`src/rtl/risc_regfile_pkg.sv`:
```
// Shared defaults and load-scoreboard FSM encoding for the RISC register file.
package risc_regfile_pkg;

  localparam int unsigned DATA_W_DEF = 8;
  localparam int unsigned ADDR_W_DEF = 3;

  // Load scoreboard state: idle, or one load outstanding.
  typedef enum logic {
    ST_IDLE = 1'b0,
    ST_PEND = 1'b1
  } ld_state_e;

endpackage : risc_regfile_pkg

```
`src/rtl/risc_ld_scoreboard.sv`:
```
// Single-outstanding-load scoreboard.
// Tracks the pending load destination, the per-register busy bits and whether a
// younger ALU write has superseded the load.
// Ports:
//   clk, rst_n                 clock, async active-low reset
//   reg_wr_vld, dst            ALU writeback strobe / target
//   ld_issue, ld_dst           load issue / destination
//   ld_rsp_vld                 load data returning
//   ld_issue_rdy               load may be accepted this cycle (combinational)
//   ld_we                      returning load data should be written (combinational)
//   pend_dst                   destination of the outstanding load
//   busy_vec                   per-register pending-load bits
module risc_ld_scoreboard
  import risc_regfile_pkg::*;
#(
  parameter int unsigned ADDR_W   = ADDR_W_DEF,
  parameter int unsigned NUM_REGS = (1 << ADDR_W)
) (
  input  logic                clk,
  input  logic                rst_n,
  input  logic                reg_wr_vld,
  input  logic [ADDR_W-1:0]   dst,
  input  logic                ld_issue,
  input  logic [ADDR_W-1:0]   ld_dst,
  input  logic                ld_rsp_vld,
  output logic                ld_issue_rdy,
  output logic                ld_we,
  output logic [ADDR_W-1:0]   pend_dst,
  output logic [NUM_REGS-1:0] busy_vec
);

  ld_state_e state;
  logic      squash;
  logic      alu_hit;

  // ALU write to the register the outstanding load targets.
  assign alu_hit      = reg_wr_vld & (dst == pend_dst);
  assign ld_issue_rdy = (state == ST_IDLE) | ld_rsp_vld;
  // A squashed load, or one colliding with a same-cycle ALU write, is dropped.
  assign ld_we        = (state == ST_PEND) & ld_rsp_vld & ~squash & ~alu_hit;

  // Scoreboard state; a same-cycle re-issue overrides the response's busy clear.
  always_ff @(posedge clk or negedge rst_n) begin
    if (!rst_n) begin
      state    <= ST_IDLE;
      pend_dst <= '0;
      squash   <= 1'b0;
      busy_vec <= '0;
    end else begin
      case (state)
        ST_IDLE: begin
          if (ld_issue) begin
            pend_dst <= ld_dst;
            busy_vec <= NUM_REGS'(1) << ld_dst;
            squash   <= 1'b0;
            state    <= ST_PEND;
          end
        end
        ST_PEND: begin
          if (alu_hit) squash <= 1'b1;
          if (ld_rsp_vld) begin
            if (ld_issue) begin
              pend_dst <= ld_dst;
              busy_vec <= NUM_REGS'(1) << ld_dst;
              squash   <= 1'b0;
            end else begin
              busy_vec <= '0;
              state    <= ST_IDLE;
            end
          end
        end
      endcase
    end
  end

endmodule : risc_ld_scoreboard

```
`src/rtl/risc_regfile_sb.sv`:
```
// Register file with a single-outstanding-load scoreboard.
// ALU writeback lands at the clock edge; load data returns later and is written
// unless a younger ALU write to the same register superseded it.
// Optional feature: define RISC_REGFILE_BYPASS_EN to forward same-cycle write
// data to the read ports (ALU data first, then unsquashed load data).
// Ports:
//   clk, rst_n                      clock, async active-low reset
//   reg_wr_vld, dst, rslt           ALU writeback
//   ld_issue, ld_dst                load issue
//   ld_rsp_vld, dmdataout           load response
//   opnda_addr, opndb_addr          read addresses
//   oprnd_a, oprnd_b                read data (combinational)
//   opnd_stall                      an operand addresses a busy register
//   ld_issue_rdy                    load can be accepted this cycle
//   busy_vec                        per-register pending-load bits
module risc_regfile_sb
  import risc_regfile_pkg::*;
#(
  parameter int unsigned DATA_W   = DATA_W_DEF,
  parameter int unsigned ADDR_W   = ADDR_W_DEF,
  parameter int unsigned NUM_REGS = (1 << ADDR_W)
) (
  input  logic                clk,
  input  logic                rst_n,
  input  logic                reg_wr_vld,
  input  logic [ADDR_W-1:0]   dst,
  input  logic [DATA_W-1:0]   rslt,
  input  logic                ld_issue,
  input  logic [ADDR_W-1:0]   ld_dst,
  input  logic                ld_rsp_vld,
  input  logic [DATA_W-1:0]   dmdataout,
  input  logic [ADDR_W-1:0]   opnda_addr,
  input  logic [ADDR_W-1:0]   opndb_addr,
  output logic [DATA_W-1:0]   oprnd_a,
  output logic [DATA_W-1:0]   oprnd_b,
  output logic                opnd_stall,
  output logic                ld_issue_rdy,
  output logic [NUM_REGS-1:0] busy_vec
);

  logic [DATA_W-1:0] regs [NUM_REGS];
  logic              ld_we;
  logic [ADDR_W-1:0] pend_dst;
  logic              stall_a;
  logic              stall_b;

  risc_ld_scoreboard #(
    .ADDR_W   (ADDR_W),
    .NUM_REGS (NUM_REGS)
  ) u_sb (
    .clk          (clk),
    .rst_n        (rst_n),
    .reg_wr_vld   (reg_wr_vld),
    .dst          (dst),
    .ld_issue     (ld_issue),
    .ld_dst       (ld_dst),
    .ld_rsp_vld   (ld_rsp_vld),
    .ld_issue_rdy (ld_issue_rdy),
    .ld_we        (ld_we),
    .pend_dst     (pend_dst),
    .busy_vec     (busy_vec)
  );

  // Register array; the ALU write has priority over load data on the same register.
  always_ff @(posedge clk or negedge rst_n) begin
    if (!rst_n) begin
      for (int i = 0; i < int'(NUM_REGS); i++) regs[i] <= '0;
    end else begin
      for (int i = 0; i < int'(NUM_REGS); i++) begin
        if (reg_wr_vld && (dst == ADDR_W'(i)))
          regs[i] <= rslt;
        else if (ld_we && (pend_dst == ADDR_W'(i)))
          regs[i] <= dmdataout;
      end
    end
  end

`ifdef RISC_REGFILE_BYPASS_EN
  logic alu_fwd;
  // No forwarding while held in reset so the read ports stay at zero.
  assign alu_fwd = reg_wr_vld & rst_n;

  // Read ports with same-cycle forwarding; forwarded load data is no longer a hazard.
  always_comb begin
    oprnd_a = regs[opnda_addr];
    stall_a = busy_vec[opnda_addr];
    if (alu_fwd && (dst == opnda_addr)) begin
      oprnd_a = rslt;
    end else if (ld_we && (pend_dst == opnda_addr)) begin
      oprnd_a = dmdataout;
      stall_a = 1'b0;
    end
  end

  always_comb begin
    oprnd_b = regs[opndb_addr];
    stall_b = busy_vec[opndb_addr];
    if (alu_fwd && (dst == opndb_addr)) begin
      oprnd_b = rslt;
    end else if (ld_we && (pend_dst == opndb_addr)) begin
      oprnd_b = dmdataout;
      stall_b = 1'b0;
    end
  end
`else
  // Read ports return pre-edge contents.
  assign oprnd_a = regs[opnda_addr];
  assign oprnd_b = regs[opndb_addr];
  assign stall_a = busy_vec[opnda_addr];
  assign stall_b = busy_vec[opndb_addr];
`endif

  assign opnd_stall = stall_a | stall_b;

endmodule : risc_regfile_sb

```
`config.mk`:
```
export PLATFORM = sky130hd
export DESIGN_NAME = risc_regfile_sb
export DESIGN_NICKNAME = d
export VERILOG_FILES = /design/src/rtl/risc_regfile_pkg.sv /design/src/rtl/risc_ld_scoreboard.sv /design/src/rtl/risc_regfile_sb.sv
export SDC_FILE = /design/constraint.sdc
export NUM_CORES = 1
export LEC_CHECK = 0
export BUFFER_PORTS_ARGS = -buffer_cell sky130_fd_sc_hd__buf_2
export CAP_MARGIN = 20
export CORE_MARGIN = 5
export CORE_UTILIZATION = 55
export DETAILED_ROUTE_END_ITERATION = 12
export GPL_TIMING_DRIVEN = 0
export PLACE_DENSITY = 0.81
export SLEW_MARGIN = 20
export SYNTH_ARGS = -nofsm -noshare
export SYNTH_HDL_FRONTEND = slang
export SYNTH_HIERARCHICAL = 1
export SYNTH_SLANG_ARGS = --single-unit
```
`constraint.sdc`:
```
create_clock -name clk -period 2.7 [get_ports clk]
set_input_delay 0.27 -clock clk [delete_from_list [all_inputs] [get_ports clk]]
set_output_delay 0.27 -clock clk [all_outputs]
set_load 0.02 [all_outputs]
```
==> key figures, run 1 <==
Synth
  • Share of synthesized registers carrying an async set or reset: 100%
  • Top cell types by occurrence after synthesis: sky130_fd_sc_hd__dfrtp_1 (77), sky130_fd_sc_hd__mux2i_1 (66), sky130_fd_sc_hd__nand2_1 (43)
  • Number of enable flip-flop cells after synthesis: 0
  • Flip-flop and latch count after synthesis: 77
  • Share of synthesized cell area in and, or, nand and nor gates: 10.2%
  • Synthesized-area fraction occupied by ao, oa, aoi and oai cells: 8.18%
  • Dominant cell by count in the synthesized netlist: sky130_fd_sc_hd__dfrtp_1
  • Synth Net Count: 453
  • Multiplexer share of the synthesized area: 37.0%
  • Synthesized-area fraction occupied by xor and xnor cells: 0.535%
  • Top area cells in the synthesized netlist: sky130_fd_sc_hd__dfrtp_1 (39%), sky130_fd_sc_hd__mux4_1 (17%), sky130_fd_sc_hd__mux2i_1 (13%)
  • Syn_area_per_cell: 11.7 um^2
  • Synth Area in Adders: 0%
  • Mapped Cells: 420
  • Mapped cell area: 0.00491 mm^2
  • Most instantiated flip-flop cell in the synthesis netlist: sky130_fd_sc_hd__dfrtp_1
  • Dominant combinational cell family by area after synthesis: multiplexers
  • Number of different library cells in the post-synthesis netlist: 37
  • Sequential share of the synthesized area: 39.2%
  • Top cell type's share of synthesized area: 39.2%
  • Yosys Warn Count: 6
  • Biggest area consumer among synthesized cells: sky130_fd_sc_hd__dfrtp_1

Critical path
  • Buf/Inv on CP: 1
  • Critical Path Slowest Stage Cell: sky130_fd_sc_hd__dfrtp_1
  • Worst Setup Path Type: reg2reg
  • Delay of the slowest cell on the worst path: 0.50 ns
  • Critical path launch point type: flip-flop
  • Signal arrival time at the worst endpoint: 2.64 ns
  • Critical path fanouts, max: 10
  • Family with the most delay on the worst path: simple AND/OR/NAND/NOR gates
  • Req. time, crit path: 2.91 ns
  • Ordered cell list for the critical path: xnor2_1 -> and4_1 -> nor3_2 -> nor4bb_1 -> buf_2 -> mux2i_1 -> o21ai_0
  • Nature of the critical path endpoint: flip-flop

Cells and area
  • Number of filler instances in the final layout: 666
  • Share of cells above drive strength 1: 22.2%
  • # nets final: 503
  • Antenna diode count: 0
  • Area of combinational cells with multiple inputs: 0.00275 mm^2
  • Sequential cell area: 0.00193 mm^2
  • Post-layout instance count excluding filler cells: 582
  • Synthesis-to-finish area growth: 10.7%

Timing
  • Period utilisation layout: 89.9%
  • Slew of the pin with the lowest slew margin: 0.951 ns
  • Final setup viols: 0
  • Final Hold Fails: 0
  • Worst setup skew after layout: 0.00904 ns
  • Unrepaired setup endpoints after global routing: false
  • Accumulated negative setup slack: 0 ns
  • Minimum setup slack in the final design: 0.274 ns
  • Achievable Freq: 412 MHz
  • Final min period: 2.43 ns
  • Max-Slew Margin vs Limit: 36.5%
  • Count of pins over their slew limit: 0

Global route
  • GRT Overall Usage: 24.5%
  • Global-route track usage on met2: 42.0%
  • Number of antenna violations at the first check in global routing: 0
  • Pin count of the biggest net entering global routing: 42
  • Grt total ovfl: 0
  • Global-route wire length before repair: 20800 um
  • Vias in the first global route: 3830
  • Busiest metal layer after global routing: met2
  • Global routing met3 resource utilization: 3.66%
  • Met1 track demand over resource in global routing: 30.1%

CTS
  • Number of CTS-inserted buffers: 9
  • TritonCTS clock tree: done
  • Maximum count of clock buffers along a single path: 2
  • Latest clock arrival within the worst-skew pair: 0.35 ns
  • # H-tree levels: 3
  • Worst-path clk slew: 0.08 ns
  • TritonCTS Sinks: 77
  • Cell at the root of the clock tree: sky130_fd_sc_hd__clkbuf_8

Power
  • Total power divided by cell area: 692 mW/mm^2
  • Cell leakage power: 2.45 nW
  • Total power draw: 3.77 mW
  • Highest ir drop seen on vdd: 321 uV

Floorplan
  • Core box area: 0.00872 mm^2
  • Standard-cell row count: 34
  • IO Count: 59
  • Die extent in x: 105 um
  • Floorplan die area: 0.0109 mm^2
  • Vertical extent of the die: 105 um
  • Initial core utilization: 56.3%

Drt
  • Number of vias in the routed layout: 3779
  • Count of unresolved DRC violations after routing: 0
  • Final routed wirelength across all metal layers: 13400 um
  • Vias/cell: 6.49
  • 1st-pass router iterations: 5
  • Routed wirelength normalized by instance count: 23.0 um
  • Violation count after the first detailed-route iteration: 305
  • Remaining antenna violation count after routing: 0

Placed design
  • Dpl cells: 565
  • Final GP Congestion: 0.854
  • Worst setup timing slack at the placement stage: -0.114 ns
  • Number of port buffers: 36
  • DPL Wire Length: 9080 um

Worst hold path
  • Class of the most critical hold timing path: in2reg

Flow run
  • Reported max-cap violation count: 0

Status
  • Outcome: completed
## layer usage
metal	routed length, um	part of all wire [%]
met2	6900	52
met1	5050	38
met4	494	3.7
met3	936	7.0
met5	0	0
## sequential cells by signal, summed over array words and instances (netlist names)
| name | flops |
|---|---|
| regs | 64 |
| u_sb/busy_vec | 8 |
| u_sb/pend_dst | 3 |
| u_sb/squash | 1 |
| u_sb/state | 1 |
## where the power goes
group          switching [mW]  internal (mW)
combinational           0.607          0.664
sequential              0.249           1.47
clock                   0.424          0.351
total                    1.28           2.49
## repair_timing
| item | CTS | global route |
|---|---|---|
| setup endpoints to repair | 8 | 28 |
| pin swaps | 1 | 0 |
| hold buffers | 1 | 0 |
| hold endpoints to repair | 36 | 0 |
| buffers inserted | 1 | 0 |
| resized for setup | 0 | 1 |
## final cells by class
type / count / share of cell area [%]
Buffer: 45 / 4.42
Sequential cell: 77 / 35.4
Clock inverter: 4 / 0.460
Timing Repair Buffer: 39 / 4.05
Tap cell: 108 / 2.48
Clock buffer: 11 / 2.60
Multi-Input combinational cell: 298 / 50.6
## worst paths after layout
path | startpoint | endpoint | slack [ns] | cells after the start
worst max-delay path | u_sb/pend_dst[0]$_DFFE_PN0P_ | regs[45]$_DFFE_PN0P_ | 0.27 | 7
worst min-delay path | ld_dst[1] | u_sb/busy_vec[1]$_DFFE_PN0P_ | 0.16 | 2
worst max register to register | u_sb/pend_dst[0]$_DFFE_PN0P_ | regs[45]$_DFFE_PN0P_ | 0.27 | 7
worst min register to register | u_sb/squash$_DFFE_PN0P_ | u_sb/squash$_DFFE_PN0P_ | 0.54 | 1
max in group asynchronous | rst_n | regs[39]$_DFFE_PN0P_ | 1.69 | 3
min in group asynchronous | rst_n | u_sb/busy_vec[5]$_DFFE_PN0P_ | 0.43 | 2
## kinds of logic after synthesis
family | after synthesis
flops | 77
xor+xnor | 3
buf+inv | 45
compound gates | 75
mux | 121
simple gates | 99
## through the flow
stage / hold slack, ns / area, um^2 / util, %
finish: 0.163 / 5440 / 62.4
global placement: 0.490 / 5230 / 59.9
global route: 0.177 / 5440 / 62.4
CTS: 0.157 / 5430 / 62.3
floorplan: -0.0256 / 4910 / -
detailed placement: 0.264 / 5250 / 60.2
## placed cells by master, fill, tap and decap left out, drive strengths merged, types with 2 or more instances in the layout
| cell type | instances |
|---|---|
| buf | 60 |
| clkinv | 2 |
| nand2b | 3 |
| mux2 | 18 |
| xnor2 | 3 |
| a21oi | 32 |
| clkinvlp | 2 |
| o31ai | 4 |
| nand2 | 44 |
| dfrtp | 77 |
| nand4 | 2 |
| nor4b | 2 |
| mux4 | 36 |
| nand4b | 6 |
| nor2 | 32 |
| nor4bb | 3 |
| o21ai | 35 |
| and4bb | 3 |
| clkbuf | 34 |
| mux2i | 67 |
(Power assumes the default switching activity.)
==> run 2: changes to the inputs <==
--- a/config.mk
+++ b/config.mk
@@ -8,10 +8,10 @@
 export BUFFER_PORTS_ARGS = -buffer_cell sky130_fd_sc_hd__buf_2
 export CAP_MARGIN = 20
 export CORE_MARGIN = 5
-export CORE_UTILIZATION = 55
+export CORE_UTILIZATION = 59
 export DETAILED_ROUTE_END_ITERATION = 12
 export GPL_TIMING_DRIVEN = 0
-export PLACE_DENSITY = 0.81
+export PLACE_DENSITY = 0.86
 export SLEW_MARGIN = 20
 export SYNTH_ARGS = -nofsm -noshare
 export SYNTH_HDL_FRONTEND = slang
==> key figures, run 2 (synthesized netlist as in run 1, its figures left out) <==
Cells and area
  • Antenna diode count: 0
  • Sequential cell area: 0.00193 mm^2
  • Design area: 0.00546 mm^2
  • Commonest non-fill, non-tap cell in the layout: sky130_fd_sc_hd__dfrtp_1
  • Max reg flops: 64
  • Number of filler instances in the final layout: 615
  • Commonest cells after routing, fill and taps aside: sky130_fd_sc_hd__dfrtp_1 (77), sky130_fd_sc_hd__mux2i_1 (66), sky130_fd_sc_hd__buf_2 (51)
  • Post-layout instance count excluding filler cells: 580
  • Area of combinational cells with multiple inputs: 0.00275 mm^2
  • # nets final: 503
  • Largest Register: regs
  • Share of cells above drive strength 1: 22.1%
  • Biggest registers after layout: regs x64, u_sb/busy_vec x8, u_sb/pend_dst x3
  • Synthesis-to-finish area growth: 11.2%

Drt
  • Wire length on met3: 1530 um
  • Count of unresolved DRC violations after routing: 0
  • Routed wirelength normalized by instance count: 24.0 um
  • Top Layer Used: met4
  • 1st-pass router iterations: 5
  • Routed met2 length: 6680 um
  • Number of vias in the routed layout: 3897
  • Final routed wirelength across all metal layers: 13900 um
  • Vias/cell: 6.72
  • Remaining antenna violation count after routing: 0
  • Met1 layer wirelength in the final routing: 5270 um
  • Violation count after the first detailed-route iteration: 399

Critical path
  • Worst Setup Path Type: reg2reg
  • Worst r2r src: u_sb/pend_dst[1]$_DFFE_PN0P_
  • Path depth of the worst reg2reg path: 7
  • Nature of the critical path endpoint: flip-flop
  • Req. time, crit path: 2.88 ns
  • Critical path launch point type: flip-flop
  • Critical path fanouts, max: 10
  • Flop-to-flop setup slack: 0.14 ns
  • CP startpoint: u_sb/pend_dst[1]$_DFFE_PN0P_
  • Reg-to-reg critical path endpoint: regs[62]$_DFFE_PN0P_
  • Signal arrival time at the worst endpoint: 2.74 ns

CTS
  • Maximum count of clock buffers along a single path: 2
  • # H-tree levels: 3
  • Worst-path clk slew: 0.08 ns
  • Cell at the root of the clock tree: sky130_fd_sc_hd__clkbuf_8
  • TritonCTS clock tree: done
  • Number of CTS-inserted buffers: 9
  • Latest clock arrival within the worst-skew pair: 0.36 ns
  • TritonCTS Sinks: 77

Placed design
  • Final GP Congestion: 0.899
  • Dpl cell area: 0.00525 mm^2
  • Number of port buffers: 36
  • Dpl cells: 562
  • DPL Wire Length: 9470 um

Global route
  • Pin count of the biggest net entering global routing: 44
  • Global-route wire length before repair: 21500 um
  • Grt total ovfl: 0
  • GRT Overall Usage: 28.1%
  • Number of antenna violations at the first check in global routing: 0
  • Vias in the first global route: 3961

Floorplan
  • Vertical extent of the die: 101 um
  • Initial core utilization: 60.1%
  • Core box area: 0.00818 mm^2
  • IO Count: 59
  • Die extent in x: 101 um
  • Standard-cell row count: 33
  • Floorplan die area: 0.0103 mm^2

Timing
  • Count of pins over their slew limit: 0
  • Worst setup skew after layout: 0.0106 ns
  • Accumulated negative setup slack: 0 ns
  • Slew of the pin with the lowest slew margin: 1.00 ns
  • Final setup viols: 0
  • Final min period: 2.56 ns
  • Achievable Freq: 391 MHz
  • Unrepaired setup endpoints after global routing: false
  • Max-Slew Margin vs Limit: 32.9%
  • Period utilisation layout: 94.7%
  • Final Hold Fails: 0

Worst hold path
  • Depth of the worst hold-timing path: 2
  • Worst-case hold path end point: u_sb/busy_vec[4]$_DFFE_PN0P_
  • Hold path startpoint: ld_dst[1]
  • Class of the most critical hold timing path: in2reg

Power
  • Cell leakage power: 2.47 nW
  • Highest ir drop seen on vdd: 315 uV
  • Total power divided by cell area: 711 mW/mm^2
  • Total power draw: 3.88 mW

Flow run
  • Reported max-cap violation count: 0

Status
  • Outcome: completed
-- run 2: cell count changes in the layout (fill, tap and decap cells not counted), sizes merged --
cell,previous run,this run
bufinv,0,1
clkinvlp,2,1
clkbuf,34,35
-- run 2: per-layer routing --
metal | vias to the layer above | GRT usage, %
met2 | 253 | 44.5
li1 | 1682 | -
met1 | 1920 | 37.2
met5 | - | 0
met4 | 0 | 11.8
met3 | 42 | 7.16
-- run 2: final cells by class --
class / count / area share (%)
Clock buffer: 12 / 2.66
Clock inverter: 4 / 0.871
Tap cell: 105 / 2.41
Buffer: 45 / 4.40
Timing Repair Buffer: 39 / 4.03
Sequential cell: 77 / 35.3
Multi-Input combinational cell: 298 / 50.4
-- run 2: how the worst max path moves through the flow --
stage	to	slack, ns	cells past startpoint
finish	regs[62]$_DFFE_PN0P_	0.14	7
global route	regs[56]$_DFFE_PN0P_	0.02	7
CTS	regs[62]$_DFFE_PN0P_	0.19	7
detailed placement	regs[4]$_DFFE_PN0P_	-0.13	6
global placement	regs[5]$_DFFE_PN0P_	0.09	6
floorplan	regs[53]$_DFFE_PN0P_	0.55	7
-- run 2: power by group --
part	internal [mW]	switching [mW]	total (mW)
logic	0.664	0.611	1.28
registers	1.47	0.252	1.72
clock network	0.450	0.432	0.882
total	2.59	1.29	3.88
-- run 2: critical path, stage by stage (launching register included) --
cell and delay (ns):
sky130_fd_sc_hd__dfrtp_1 0.50, sky130_fd_sc_hd__xnor2_1 0.18, sky130_fd_sc_hd__and4_1 0.22, sky130_fd_sc_hd__nor3_2 0.39, sky130_fd_sc_hd__nor4b_1 0.36, sky130_fd_sc_hd__buf_2 0.40
sky130_fd_sc_hd__mux2i_1 0.22, sky130_fd_sc_hd__o21ai_0 0.12
-- run 2: metrics by stage --
| stage | setup slack, ns | util [%] | hold slack [ns] |
|---|---|---|---|
| 2_1_floorplan | 0.548 | - | -0.0256 |
| 3_3_place_gp | 0.0920 | 63.9 | 0.504 |
| 3_5_place_dp | -0.132 | 64.2 | 0.253 |
| 4_1_cts | 0.189 | 66.8 | 0.149 |
| 5_1_grt | 0.0235 | 66.8 | 0.156 |
| 6_report | 0.142 | 66.8 | 0.161 |
-- run 2: timing repair --
item,CTS,global route
endpoints found under the setup margin,12,0
buffers inserted,1,0
hold buffers,1,0
resized for setup,1,0
hold endpoints to repair,34,0
